[src/rtl/uart_echo_responder.sv]
`timescale 1ns / 1ps
`default_nettype none
// ============================================================================
// Module   : uart_echo_responder
// Brief    : 8N1 UART receiver -> byte FIFO -> (XOR-masked) UART echo transmitter
// Revision : 1.0
// ============================================================================
module uart_echo_responder #(
    parameter int         CLKS_PER_BIT = 87,
    parameter int         FIFO_DEPTH   = 16,
    parameter logic [7:0] ECHO_XOR     = 8'h00
) (
    input  logic                             i_clock,
    input  logic                             i_reset_n,
    input  logic                             i_rx_serial,
    input  logic                             i_tx_pause,
    input  logic                             i_clear_errors,
    output logic                             o_tx_serial,
    output logic                             o_tx_active,
    output logic                             o_rx_dv,
    output logic [7:0]                       o_rx_byte,
    output logic [$clog2(FIFO_DEPTH+1)-1:0]  o_fifo_level,
    output logic                             o_framing_error,
    output logic                             o_overflow
);

    localparam int c_cnt_w = $clog2(CLKS_PER_BIT);
    localparam int c_ptr_w = $clog2(FIFO_DEPTH);
    localparam int c_lvl_w = $clog2(FIFO_DEPTH + 1);

    localparam logic [c_cnt_w-1:0] c_bit_last  = c_cnt_w'(CLKS_PER_BIT - 1);
    localparam logic [c_cnt_w-1:0] c_half_last = c_cnt_w'((CLKS_PER_BIT - 1) / 2 - 1);
    localparam logic [c_lvl_w-1:0] c_full      = c_lvl_w'(FIFO_DEPTH);

    localparam logic [1:0] c_rx_idle  = 2'd0;
    localparam logic [1:0] c_rx_start = 2'd1;
    localparam logic [1:0] c_rx_data  = 2'd2;
    localparam logic [1:0] c_rx_stop  = 2'd3;

    localparam logic [1:0] c_tx_idle  = 2'd0;
    localparam logic [1:0] c_tx_start = 2'd1;
    localparam logic [1:0] c_tx_data  = 2'd2;
    localparam logic [1:0] c_tx_stop  = 2'd3;

    logic               r_rx_meta;
    logic               r_rx_sync;
    logic [1:0]         r_rx_state;
    logic [c_cnt_w-1:0] r_rx_cnt;
    logic [2:0]         r_rx_bit;
    logic [7:0]         r_rx_shift;
    logic               r_rx_dv;
    logic [7:0]         r_rx_byte;
    logic               r_framing_error;
    logic               r_overflow;

    logic [7:0]         r_mem [FIFO_DEPTH];
    logic [c_ptr_w-1:0] r_wr_ptr;
    logic [c_ptr_w-1:0] r_rd_ptr;
    logic [c_lvl_w-1:0] r_level;

    logic [1:0]         r_tx_state;
    logic [c_cnt_w-1:0] r_tx_cnt;
    logic [2:0]         r_tx_bit;
    logic [7:0]         r_tx_data;
    logic               r_tx_serial;
    logic               r_tx_active;

    logic w_stop_sample;
    logic w_good_byte;
    logic w_bad_stop;
    logic w_pop;
    logic w_push;
    logic w_drop;

    assign w_stop_sample = (r_rx_state == c_rx_stop) && (r_rx_cnt == c_bit_last);
    assign w_good_byte   = w_stop_sample && r_rx_sync;
    assign w_bad_stop    = w_stop_sample && !r_rx_sync;
    assign w_pop         = (r_tx_state == c_tx_idle) && (r_level != '0) && !i_tx_pause;
    // A full FIFO still accepts the byte when the head leaves on the same edge.
    assign w_push        = w_good_byte && ((r_level != c_full) || w_pop);
    assign w_drop        = w_good_byte && !w_push;

    always_ff @(posedge i_clock or negedge i_reset_n) begin
        if (!i_reset_n) begin
            r_rx_meta <= 1'b1;
            r_rx_sync <= 1'b1;
        end else begin
            r_rx_meta <= i_rx_serial;
            r_rx_sync <= r_rx_meta;
        end
    end

    always_ff @(posedge i_clock or negedge i_reset_n) begin
        if (!i_reset_n) begin
            r_rx_state <= c_rx_idle;
            r_rx_cnt   <= '0;
            r_rx_bit   <= '0;
            r_rx_shift <= '0;
        end else begin
            case (r_rx_state)
                c_rx_idle: begin
                    r_rx_cnt <= '0;
                    r_rx_bit <= '0;
                    if (!r_rx_sync) r_rx_state <= c_rx_start;
                end
                c_rx_start: begin
                    if (r_rx_cnt == c_half_last) begin
                        r_rx_cnt   <= '0;
                        r_rx_state <= r_rx_sync ? c_rx_idle : c_rx_data;
                    end else begin
                        r_rx_cnt <= r_rx_cnt + c_cnt_w'(1);
                    end
                end
                c_rx_data: begin
                    if (r_rx_cnt == c_bit_last) begin
                        r_rx_cnt   <= '0;
                        r_rx_shift <= {r_rx_sync, r_rx_shift[7:1]};
                        if (r_rx_bit == 3'd7) r_rx_state <= c_rx_stop;
                        else                  r_rx_bit   <= r_rx_bit + 3'd1;
                    end else begin
                        r_rx_cnt <= r_rx_cnt + c_cnt_w'(1);
                    end
                end
                c_rx_stop: begin
                    if (r_rx_cnt == c_bit_last) r_rx_state <= c_rx_idle;
                    else                        r_rx_cnt   <= r_rx_cnt + c_cnt_w'(1);
                end
                default: r_rx_state <= c_rx_idle;
            endcase
        end
    end

    always_ff @(posedge i_clock or negedge i_reset_n) begin
        if (!i_reset_n) begin
            r_rx_dv         <= 1'b0;
            r_rx_byte       <= '0;
            r_framing_error <= 1'b0;
            r_overflow      <= 1'b0;
        end else begin
            r_rx_dv <= w_push;
            if (w_push) r_rx_byte <= r_rx_shift;
            if (w_bad_stop)          r_framing_error <= 1'b1;
            else if (i_clear_errors) r_framing_error <= 1'b0;
            if (w_drop)              r_overflow <= 1'b1;
            else if (i_clear_errors) r_overflow <= 1'b0;
        end
    end

    always_ff @(posedge i_clock) begin
        if (w_push) r_mem[r_wr_ptr] <= r_rx_shift;
    end

    always_ff @(posedge i_clock or negedge i_reset_n) begin
        if (!i_reset_n) begin
            r_wr_ptr <= '0;
            r_rd_ptr <= '0;
            r_level  <= '0;
        end else begin
            if (w_push) r_wr_ptr <= r_wr_ptr + c_ptr_w'(1);
            if (w_pop)  r_rd_ptr <= r_rd_ptr + c_ptr_w'(1);
            if (w_push && !w_pop)      r_level <= r_level + c_lvl_w'(1);
            else if (!w_push && w_pop) r_level <= r_level - c_lvl_w'(1);
        end
    end

    // Line and active flag are registered from the current state, so each
    // bit appears one edge after its state is entered.
    always_ff @(posedge i_clock or negedge i_reset_n) begin
        if (!i_reset_n) begin
            r_tx_state  <= c_tx_idle;
            r_tx_cnt    <= '0;
            r_tx_bit    <= '0;
            r_tx_data   <= '0;
            r_tx_serial <= 1'b1;
            r_tx_active <= 1'b0;
        end else begin
            case (r_tx_state)
                c_tx_idle: begin
                    r_tx_serial <= 1'b1;
                    r_tx_active <= 1'b0;
                    r_tx_cnt    <= '0;
                    r_tx_bit    <= '0;
                    if (w_pop) begin
                        r_tx_data  <= r_mem[r_rd_ptr] ^ ECHO_XOR;
                        r_tx_state <= c_tx_start;
                    end
                end
                c_tx_start: begin
                    r_tx_serial <= 1'b0;
                    r_tx_active <= 1'b1;
                    if (r_tx_cnt == c_bit_last) begin
                        r_tx_cnt   <= '0;
                        r_tx_state <= c_tx_data;
                    end else begin
                        r_tx_cnt <= r_tx_cnt + c_cnt_w'(1);
                    end
                end
                c_tx_data: begin
                    r_tx_serial <= r_tx_data[r_tx_bit];
                    r_tx_active <= 1'b1;
                    if (r_tx_cnt == c_bit_last) begin
                        r_tx_cnt <= '0;
                        if (r_tx_bit == 3'd7) r_tx_state <= c_tx_stop;
                        else                  r_tx_bit   <= r_tx_bit + 3'd1;
                    end else begin
                        r_tx_cnt <= r_tx_cnt + c_cnt_w'(1);
                    end
                end
                c_tx_stop: begin
                    r_tx_serial <= 1'b1;
                    r_tx_active <= 1'b1;
                    if (r_tx_cnt == c_bit_last) r_tx_state <= c_tx_idle;
                    else                        r_tx_cnt   <= r_tx_cnt + c_cnt_w'(1);
                end
                default: r_tx_state <= c_tx_idle;
            endcase
        end
    end

    assign o_tx_serial     = r_tx_serial;
    assign o_tx_active     = r_tx_active;
    assign o_rx_dv         = r_rx_dv;
    assign o_rx_byte       = r_rx_byte;
    assign o_fifo_level    = r_level;
    assign o_framing_error = r_framing_error;
    assign o_overflow      = r_overflow;

endmodule
`default_nettype wire

[config.mk]
export PLATFORM = sky130hd
export DESIGN_NAME = uart_echo_responder
export DESIGN_NICKNAME = d
export VERILOG_FILES = /design/src/rtl/uart_echo_responder.sv
export SDC_FILE = /design/constraint.sdc
export NUM_CORES = 1
export LEC_CHECK = 0
export BUFFER_PORTS_ARGS = -buffer_cell sky130_fd_sc_hd__buf_4
export CORE_MARGIN = 1.5
export CORE_UTILIZATION = 35
export CTS_CLUSTER_DIAMETER = 60
export CTS_CLUSTER_SIZE = 20
export DETAILED_ROUTE_END_ITERATION = 12
export GPL_TIMING_DRIVEN = 0
export HOLD_SLACK_MARGIN = 0.05
export SETUP_SLACK_MARGIN = 0.15
export SYNTH_ARGS = -nofsm -noshare
export SYNTH_HDL_FRONTEND = slang
export SYNTH_SLANG_ARGS = --single-unit
[constraint.sdc]
create_clock -name i_clock -period 3.3 [get_ports i_clock]
set_input_delay 0 -clock i_clock [delete_from_list [all_inputs] [get_ports i_clock]]
set_output_delay 0 -clock i_clock [all_outputs]
set_load 0.01 [all_outputs]
==> out/qor.yml, run 1 <==
synth:
  syn-mean-instance-area_um2: 16.7
  synth_top_family_by_area: "multiplexers"
  synth_compound_area_share_pct: 5.29
  ys.flop_type: "edfxtp_1"
  ys_async_sr_fraction_pct: 34.7
  yosys-top-cells-area: "edfxtp_1, dfrtp_1, mux4_2"
  synth_cell_types: 58
  yosysSeqAreaShare_pct: 65.5
  synthesis.area_um2: 8470
  synth_warnings: 0
  synth_xor_area_share_pct: 1.76
  synth.area.mux_share_pct: 13.9
  synth_fp_nets: 534
  synth-seq-cells: 196
  synth_edf_count: 128
  yosysTopAreaCellShare_pct: 45.4
  synthAdderAreaFrac_pct: 3.49
  synthCells: 506
  synth_simple_gate_area_share_pct: 7.49
  synth_top_area_cell: "edfxtp_1"
cells_and_area:
  fill_cells: 2138
  final_nets: 589
  most-common-layout-cells: "edfxtp_1, dfrtp_1, buf_4"
  diodes: 0
  areaGrowthSynthToFinish_pct: 15.6
  final_common_cell: "edfxtp_1"
  seq_area_um2: 5550
  drive_gt1_share_pct: 24.2
  multiInputGateArea_um2: 2740
power:
  p_leak_nw: 4.08
  combPwrFrac_pct: 1.7
  p_per_area_nw_per_um2: 485
  p_switching_w: 0.00107
  p_clk_share_pct: 43.1
  seq_power_share_pct: 55.2
  swShare_pct: 22.6
  vdd_ir_drop_max_v: 0.000334
  p_int_w: 0.00368
  power_w: 0.00475
grt:
  grt_overflow: 0
  antenna_found_initial: 0
  grt_max_degree: 69
  grt_pass1_vias: 4684
  grt_pass1_wl_um: 26200
  grt_usage_pct: 14.1
cts:
  clk_latency_ps: 440
  cts_made_buffers: 17
  clock-root-buffer: "clkbuf_16"
  htreeDepth: 4
  numClockSinks: 196
  clock_tree.buffer_depth: 2
  clk_pin_slew_ps: 80
  cts_tree: "yes"
floorplan:
  dieHeight_um: 159
  rows: 56
  dieArea_um2: 25100
  die_x_um: 159
  start_util_pct: 35.9
  coreArea_um2: 23600
  io_pins: 23
routing:
  finalWirelength_um: 16300
  route.detailed.drc: 0
  wl_per_cell_um: 18.2
  num_vias: 4509
  via_per_inst: 5.05
  drtIter0Drc: 437
  ant_nets: 0
  first_pass_iters: 5
min_path:
  holdPathStages: 2
  hold_class: "in -> reg"
  hp-start: "i_rx_serial"
worst_setup_path:
  worst_setup_path_end_kind: "flop"
  crit_top_cell: "ha_1"
  worstPathArrival_ps: 3280
  critPathMaxFanout: 6
  path_class: "reg -> reg"
  crit_family: "adder cells"
  cp_slowest_stage_delay_ps: 440
  critPathLaunch: "r_rx_cnt[0]$_DFFE_PN0P_"
  worstPathRequired_ps: 3650
  critical-path-slowest-cell: "dfrtp_2"
  worst-path-buf-inv: 3
  critPathLaunchType: "flop"
  cp.depth: 13
  cp_cell_sequence: "inv_1, ha_1, and4b_4, nand3_2, nor4b_4, buf_6, ha_1, inv_2, fa_2, a21o_1, a21oi_2, mux2i_1, xnor2_1"
  r2r-start: "r_rx_cnt[0]$_DFFE_PN0P_"
  r2r_cells: 13
sta:
  rsz0062_at_grt: "no"
  fmax_mhz: 342
  finalHoldViolations: 0
  min_period_ps: 2930
  slew_viol_final: 0
  fin_crit_sh_pct: 88.6
  clock_skew_ps: 15.7
  relSlewSlack_pct: 40.4
  tightest_slew_ps: 894
  setup_viol: 0
  finalSetupTns_ps: 0
job:
  cap_violations: 0
placed_design:
  dp_hpwl_um: 10800
  place.gp.congestion: 0.771
  io_buffer_count: 22
status:
  status: "complete, no violations"
==> what timing repair did <==
item,CTS,global route
pin swaps,1,1
gates resized for setup,4,6
hold buffers,4,0
hold endpoints to repair,69,0
buffers inserted,1,8
endpoints found under the setup margin,2,1
==> path summary, 6_finish.rpt <==
kind | to | slack [ps]
worst max-delay path | o_fifo_level[4]$_DFFE_PN0P_ | 370
worst min-delay path | r_rx_meta$_DFF_PN1_ | 210
worst max register to register | o_fifo_level[4]$_DFFE_PN0P_ | 370
worst min register to register | r_rx_sync$_DFF_PN1_ | 360
max in group asynchronous | r_rx_cnt[0]$_DFFE_PN0P_ | 2440
min in group asynchronous | r_tx_data[0]$_DFFE_PN0P_ | 220
==> sequential cells by signal (all words and copies together), names as in the netlist, named ones only <==
name / flops
r_mem: 128
o_fifo_level: 5
o_tx_active: 1
r_tx_data: 8
o_overflow: 1
r_tx_bit: 3
r_rx_bit: 3
r_tx_state: 2
r_rx_shift: 8
o_rx_byte: 8
r_rx_sync: 1
o_framing_error: 1
o_rx_dv: 1
r_rx_cnt: 7
o_tx_serial: 1
r_tx_cnt: 7
r_rx_meta: 1
r_rd_ptr: 4
r_wr_ptr: 4
r_rx_state: 1
==> cells in the mapped netlist, types with 3 or more instances <==
library cell and count:
edfxtp_1 128, mux2_1 9, dfstp_2 3, mux4_1 9, or3_1 3, nor2_1 15, o21ai_0 10, a21oi_1 16
mux2_2 15, nor4bb_1 3, buf_6 3, nor2b_1 11, mux2i_1 11, xor2_1 6, and4b_1 9, buf_2 10
and4_1 5, a211o_1 8, dfrtp_1 65, ha_1 22, inv_1 17, nand3_1 5, mux4_2 25, nand4_1 3
a22o_1 13, buf_4 3, xnor2_1 11, nand2b_1 3, clkbuf_1 7, nor3_1 7, nand2_1 14
==> final cells by class <==
| class | instances | share of cell area (%) |
|---|---|---|
| Inverter | 17 | 0.652 |
| Tap cell | 319 | 4.08 |
| Timing Repair Buffer | 37 | 2.94 |
| Sequential cell | 196 | 56.7 |
| Multi-Input combinational cell | 269 | 28.0 |
| Buffer | 23 | 1.61 |
| Clock inverter | 14 | 1.57 |
| Clock buffer | 18 | 4.48 |
==> cells by family (layout without fill, tap and decap cells) <==
logic type,Yosys count,count (layout)
xor gates and xnor gates,17,17
DFF,196,196
buffers and inverters,41,109
AOI/OAI and AO/OA,65,65
adders and majority gates,23,23
and+or+nand+nor,95,95
muxes,69,69
==> per-stage QoR <==
stage	setup WS, ps	instance area, um^2	hold slack (ps)	utilization [%]	std cells
global route	157	9790	216	41.5	893
floorplan	377	8470	-296	-	506
global placement	-204	9040	109	38.3	847
detailed placement	-234	9060	116	38.4	849
finish	375	9790	208	41.5	893
CTS	152	9720	194	41.2	886
==> power by group through the flow <==
stage | sequential [W] | clock, W | combinational, W
final | 0.00262 | 0.00205 | 0.0000808
after global routing | 0.00262 | 0.00218 | 0.0000960
after CTS | 0.00262 | 0.00209 | 0.0000809
after detailed placement | 0.00267 | 0 | 0.0000770
after global placement | 0.00267 | 0 | 0.0000718
after floorplan | 0.00267 | 0 | 0.0000451
==> worst reg2reg max path, cell delays in order (launching register included) <==
cell,delay (ps)
dfrtp_2,440
inv_1,70
ha_1,180
and4b_4,270
nand3_2,140
nor4b_4,280
buf_6,170
ha_1,180
inv_2,70
fa_2,350
a21o_1,200
a21oi_2,140
mux2i_1,220
xnor2_1,130
==> metal layers <==
layer / GRT usage [%] / wire length [um] / up-vias
li1: - / - / 2088
met1: 19.3 / 7760 / 2331
met2: 23.0 / 7840 / 82
met3: 3.10 / 602 / 8
met4: 3.34 / 93 / 0
met5: 0 / 0 / -
No activity file was read; power rests on OpenSTA's default activity.
==> inputs of run 2 (changes only) <==
--- a/config.mk
+++ b/config.mk
@@ -13,6 +13,7 @@
 export DETAILED_ROUTE_END_ITERATION = 12
 export GPL_TIMING_DRIVEN = 0
 export HOLD_SLACK_MARGIN = 0.05
+export MAX_ROUTING_LAYER = met4
 export SETUP_SLACK_MARGIN = 0.15
 export SYNTH_ARGS = -nofsm -noshare
 export SYNTH_HDL_FRONTEND = slang
==> constraint.sdc (replaced) <==
create_clock -name i_clock -period 3.32 [get_ports i_clock]
set_input_delay 0 -clock i_clock [delete_from_list [all_inputs] [get_ports i_clock]]
set_output_delay 0 -clock i_clock [all_outputs]
set_load 0.01 [all_outputs]
==> out/qor.yml, run 2 (synthesis results as in run 1) <==
sta:
  fin_crit_sh_pct: 87.6  # -1.0 points
  setup_viol: 0  # unchanged
  tightest_slew_ps: 887  # -6.97 ps
  relSlewSlack_pct: 40.9  # +0.46 points
  finalHoldViolations: 0  # unchanged
  fmax_mhz: 344  # +0.53%
  clock_skew_ps: 19.4  # +3.72 ps
  rsz0062_at_grt: "no"
  worst_slack_ps: 410  # +35.5 ps
  min_period_ps: 2910  # -15.5 ps
  slew_viol_final: 0  # unchanged
  finalSetupTns_ps: 0  # unchanged
min_path:
  hold_class: "in -> async"
routing:
  num_vias: 4485  # -0.53%
  ant_nets: 0  # unchanged
  first_pass_iters: 4  # -1
  wl_per_cell_um: 18.2  # -0.38%
  finalWirelength_um: 16200  # -0.38%
  route.detailed.drc: 0  # unchanged
  via_per_inst: 5.02  # -0.53%
  drtIter0Drc: 408  # -6.6%
power:
  seq_power_share_pct: 55.3  # about the same
  vdd_ir_drop_max_v: 0.000330  # -1.1%
  power_w: 0.00471  # -0.77%
  p_per_area_nw_per_um2: 481  # -0.77%
  p_clk_share_pct: 43.0  # about the same
  p_switching_w: 0.00106  # -1.4%
  combPwrFrac_pct: 1.7  # about the same
  p_int_w: 0.00365  # -0.59%
  p_leak_nw: 4.08  # unchanged
  swShare_pct: 22.4  # -0.14 points
cells_and_area:
  fill_cells: 2138  # unchanged
  final_nets: 589  # unchanged
  final_common_cell: "edfxtp_1"
  final_core_util_pct: 41.5  # unchanged
  most-common-layout-cells: "edfxtp_1, dfrtp_1, buf_4"
  diodes: 0  # unchanged
  drive_gt1_share_pct: 24.2  # unchanged
  areaGrowthSynthToFinish_pct: 15.6  # unchanged
  largest_register: "r_mem"
  seq_area_um2: 5550  # unchanged
  largest_register_ffs: 128  # unchanged
  multiInputGateArea_um2: 2740  # unchanged
worst_setup_path:
  path_class: "reg -> reg"
  crit_top_cell: "ha_1"
  worstPathRequired_ps: 3670  # +20 ps
  critPathMaxFanout: 6  # unchanged
  worst_setup_path_end_kind: "flop"
  cp_slowest_stage_delay_ps: 440  # about the same
  cp_cell_sequence: "inv_1, ha_1, and4b_4, nand3_2, nor4b_4, buf_6, ha_1, inv_2, fa_2, a21o_1, a21oi_2, mux2i_1, xnor2_1"
  critical-path-slowest-cell: "dfrtp_2"
  worstPathArrival_ps: 3260  # -20 ps
  critPathLaunchType: "flop"
placed_design:
  place.gp.congestion: 0.784  # +1.7%
  io_buffer_count: 22  # unchanged
  dp_hpwl_um: 10800  # unchanged
  place_ws_ps: -214  # +20.0 ps
status:
  status: "complete, no violations"
cts:
  clk_latency_ps: 440  # about the same
  clock_tree.buffer_depth: 2  # unchanged
  htreeDepth: 4  # unchanged
  numClockSinks: 196  # unchanged
  clk_pin_slew_ps: 80  # about the same
  cts_made_buffers: 17  # unchanged
  clock-root-buffer: "clkbuf_16"
  cts_tree: "yes"
floorplan:
  dieArea_um2: 25100  # unchanged
  die_x_um: 159  # unchanged
  dieHeight_um: 159  # unchanged
  start_util_pct: 35.9  # unchanged
  rows: 56  # unchanged
  coreArea_um2: 23600  # unchanged
  io_pins: 23  # unchanged
grt:
  grt_pass1_wl_um: 26200  # about the same
  grt_usage_pct: 14.6  # +0.41 points
  grt_pass1_vias: 4687  # +0.064%
  antenna_found_initial: 0  # unchanged
  grt_overflow: 0  # unchanged
  grt_max_degree: 69  # unchanged
job:
  cap_violations: 0  # unchanged
run 2: worst paths after layout:
check	endpoint	slack (ps)	cells past startpoint	startpoint
worst max-delay path	o_fifo_level[4]$_DFFE_PN0P_	410	13	r_rx_cnt[0]$_DFFE_PN0P_
worst min-delay path	o_fifo_level[0]$_DFFE_PN0P_	210	2	i_reset_n
worst max register to register	o_fifo_level[4]$_DFFE_PN0P_	410	13	r_rx_cnt[0]$_DFFE_PN0P_
worst min register to register	r_rx_sync$_DFF_PN1_	360	0	r_rx_meta$_DFF_PN1_
max in group asynchronous	r_rx_cnt[0]$_DFFE_PN0P_	2460	2	i_reset_n
min in group i_clock	r_rx_meta$_DFF_PN1_	210	2	i_rx_serial
run 2: power by group through the flow:
stage	Combinational [W]	Clock (W)	Sequential (W)
after global routing	0.0000954	0.00217	0.00261
after global placement	0.0000714	0	0.00266
after detailed placement	0.0000765	0	0.00266
after CTS	0.0000804	0.00207	0.00260
after floorplan	0.0000448	0	0.00265
final	0.0000801	0.00203	0.00261
run 2: final cells by class:
cell class	count	area share [%]
plain buffers	23	1.61
clock buffers	18	4.48
clock inverters	14	1.57
inverters	17	0.652
multi-input cells	269	28.0
flip-flops and latches	196	56.7
well taps	319	4.08
repair buffers	37	2.94
run 2: what timing repair did:
action / 4_1_cts / 5_1_grt
gates resized for setup: 3 / 7
buffers inserted: 1 / 8
hold buffers: 4 / 0
setup endpoints to repair: 2 / 2
pin swaps: 1 / 1
hold endpoints to repair: 69 / 0
run 2: critical path: cells and delay by family, from the launching register on:
family | cells | cell delay (ps)
DFF | 1 | 440
xor gates and xnor gates | 1 | 130
AOI/OAI and AO/OA | 2 | 340
adders and majority gates | 3 | 710
buffers and inverters | 3 | 310
and+or+nand+nor | 3 | 680
muxes | 1 | 220
run 2: metrics by stage:
step	area [um^2]	hold WS [ps]	instances
global placement	9040	109	847
CTS	9720	194	886
finish	9790	210	893
global route	9790	216	893
floorplan	8470	-296	506
detailed placement	9060	116	849
run 2: layer usage:
metal	global-route usage (%)	routed length [um]	part of all wire [%]	vias to the layer above
li1	-	-	-	2090
met1	19.2	7760	48	2325
met2	23.2	7990	49	64
met3	3.10	424	2.6	6
met4	3.34	49	0.30	0
met5	-	0	0	-
==> inputs of run 3 (changes only) <==
--- a/config.mk
+++ b/config.mk
@@ -5,6 +5,7 @@
 export SDC_FILE = /design/constraint.sdc
 export NUM_CORES = 1
 export LEC_CHECK = 0
+export ABC_CLOCK_PERIOD_IN_PS = 3320
 export BUFFER_PORTS_ARGS = -buffer_cell sky130_fd_sc_hd__buf_4
 export CORE_MARGIN = 1.5
 export CORE_UTILIZATION = 35
==> constraint.sdc (replaced) <==
create_clock -name i_clock -period 3.32 [get_ports i_clock]
set_input_delay 0 -clock i_clock [delete_from_list [all_inputs] [get_ports i_clock]]
set_output_delay 0 -clock i_clock [all_outputs]
set_load 0.1 [all_outputs]
==> out/qor.yml, run 3 (synthesis results as in run 1) <==
status:
  status: "complete, no violations"
sta:
  slew_viol_final: 0  # unchanged
  rsz0062_at_grt: "no"
  finalSetupTns_ps: 0  # unchanged
  min_period_ps: 3000  # +89.5 ps
  clock_skew_ps: 15.0  # -4.37 ps
  tightest_slew_ps: 874  # -12.4 ps
  fin_crit_sh_pct: 90.3  # +2.7 points
  finalHoldViolations: 0  # unchanged
  relSlewSlack_pct: 41.7  # +0.83 points
  setup_viol: 0  # unchanged
  worst_slack_ps: 321  # -89.5 ps
  fmax_mhz: 333  # -3.0%
floorplan:
  dieHeight_um: 159  # unchanged
  dieArea_um2: 25100  # unchanged
  die_x_um: 159  # unchanged
  start_util_pct: 35.9  # unchanged
  rows: 56  # unchanged
  io_pins: 23  # unchanged
  coreArea_um2: 23600  # unchanged
grt:
  grt_max_degree: 69  # unchanged
  grt_overflow: 0  # unchanged
  grt_pass1_wl_um: 26100  # -0.58%
  grt_usage_pct: 14.6  # about the same
  antenna_found_initial: 1  # +1
  grt_pass1_vias: 4657  # -0.64%
cells_and_area:
  largest_register_ffs: 128  # unchanged
  final_common_cell: "edfxtp_1"
  final_nets: 585  # -0.68%
  diodes: 0  # unchanged
  fill_cells: 2159  # +0.98%
  final_core_util_pct: 41.3  # -0.13 points
  largest_register: "r_mem"
  stdcell_count: 889  # -0.45%
  most-common-layout-cells: "edfxtp_1, dfrtp_1, buf_4"
  postLayoutCellArea_um2: 9760  # -0.32%
  drive_gt1_share_pct: 24.2  # about the same
  areaGrowthSynthToFinish_pct: 15.2
worst_setup_path:
  r2r_slack_ps: 320  # -90 ps
  worstPathRequired_ps: 3670  # about the same
  critical-path-slowest-cell: "dfrtp_2"
  worstPathArrival_ps: 3350  # +90 ps
  cp_slowest_stage_delay_ps: 450  # about the same
  critPathLaunchType: "flop"
  worst_setup_path_end_kind: "flop"
  path_class: "reg -> reg"
  cp_cell_sequence: "inv_1, ha_1, and4b_4, nand3_2, nor4b_4, buf_6, ha_1, inv_2, fa_2, a21o_1, a21oi_2, mux2i_1, xnor2_1"
  critPathMaxFanout: 5  # -1
  crit_top_cell: "ha_1"
power:
  p_per_area_nw_per_um2: 485  # +0.80%
  p_leak_nw: 4.05  # -0.77%
  vdd_ir_drop_max_v: 0.000302  # -8.5%
routing:
  ant_nets: 0  # unchanged
  wl_per_cell_um: 18.3  # +0.88%
  drtIter0Drc: 367  # -10%
  num_vias: 4454  # -0.69%
  via_per_inst: 5.01  # -0.24%
  finalWirelength_um: 16300  # +0.43%
  route.detailed.drc: 0  # unchanged
  first_pass_iters: 4  # unchanged
job:
  cap_violations: 0  # unchanged
cts:
  numClockSinks: 196  # unchanged
  clk_pin_slew_ps: 80  # about the same
  clock-root-buffer: "clkbuf_16"
  cts_made_buffers: 17  # unchanged
  clock_tree.buffer_depth: 2  # unchanged
  cts_tree: "yes"
  clk_latency_ps: 440  # about the same
  htreeDepth: 4  # unchanged
placed_design:
  place.gp.congestion: 0.801  # +2.2%
  dp_cells: 849  # unchanged
  place_ws_ps: -267  # -52.9 ps
  placed_area_um2: 9070  # about the same
  io_buffer_count: 22  # unchanged
  dp_hpwl_um: 10700  # -1.4%
min_path:
  hold_class: "in -> async"
==> run 3: changes by cell type in the layout (fill, tap and decap cells not counted) <==
cell       previous run  this run
buf_2                 8         9
buf_4                36        32
bufinv_16             0         1
clkbuf_1              6         7
clkbuf_4              1         0
clkbuf_8              1         0
clkinv_4              1         2
clkinv_8              3         1
dfrtp_1              64        60
dfrtp_2               1         5
==> run 3: final cells by class <==
class / count / area, um^2 / share of cell area, %
multi-input combinational: 269 / 2740 / 28.1
tap: 319 / 399 / 4.09
timing repair buffer: 33 / 258 / 2.64
clock inverter: 14 / 160 / 1.64
sequential: 196 / 5560 / 56.9
buffer: 23 / 155 / 1.59
clock buffer: 18 / 429 / 4.40
inverter: 17 / 63.8 / 0.654
==> run 3: critical path, delay by kind of cell, from the launching register on <==
family | cells | cell delay [ps]
multiplexers | 1 | 230
AND/OR/NAND/NOR | 3 | 740
buffers and inverters | 3 | 310
AO/OA/AOI/OAI | 2 | 340
flip-flops | 1 | 450
XOR/XNOR | 1 | 130
adder cells (fa/ha/maj) | 3 | 710
==> run 3: path summary, 6_finish.rpt <==
path,end,cells past startpoint,from
worst min-delay path,r_tx_cnt[4]$_DFFE_PN0P_,2,i_reset_n
worst max register to register,o_fifo_level[4]$_DFFE_PN0P_,13,r_rx_cnt[0]$_DFFE_PN0P_
worst max-delay path,o_fifo_level[4]$_DFFE_PN0P_,13,r_rx_cnt[0]$_DFFE_PN0P_
max in group asynchronous,r_rx_cnt[0]$_DFFE_PN0P_,2,i_reset_n
worst min register to register,r_rx_sync$_DFF_PN1_,0,r_rx_meta$_DFF_PN1_
min in group i_clock,r_rx_meta$_DFF_PN1_,2,i_rx_serial
==> run 3: timing repair <==
item / 4_1_cts / 5_1_grt
setup buffers: 2 / 3
setup endpoints to repair: 3 / 1
pin swaps: 1 / 1
resized for setup: 6 / 3
endpoints found under the hold margin: 69 / 0
hold buffers: 4 / 0
==> run 3: where the power goes <==
part	switching (W)	leakage, nW	internal, W
Sequential	0.0000163	2.38	0.00259
Clock	0.000968	0.287	0.00108
Combinational	0.0000495	1.38	0.0000333
Total	0.00103	4.05	0.00370
==> run 3: per-stage QoR <==
| stage | hold WS [ps] | power, W |
|---|---|---|
| floorplan | -296 | 0.00270 |
| global placement | 110 | 0.00273 |
| detailed placement | 110 | 0.00273 |
| CTS | 199 | 0.00478 |
| global route | 200 | 0.00490 |
| finish | 218 | 0.00473 |
==> run 3: metal layers <==
layer | vias to the layer above | share of wire [%] | global-route usage [%]
met2 | 93 | 47 | 22.8
met1 | 2264 | 47 | 19.4
met4 | 0 | 1.1 | 3.47
met5 | - | 0 | -
met3 | 15 | 4.1 | 3.18
li1 | 2082 | - | -
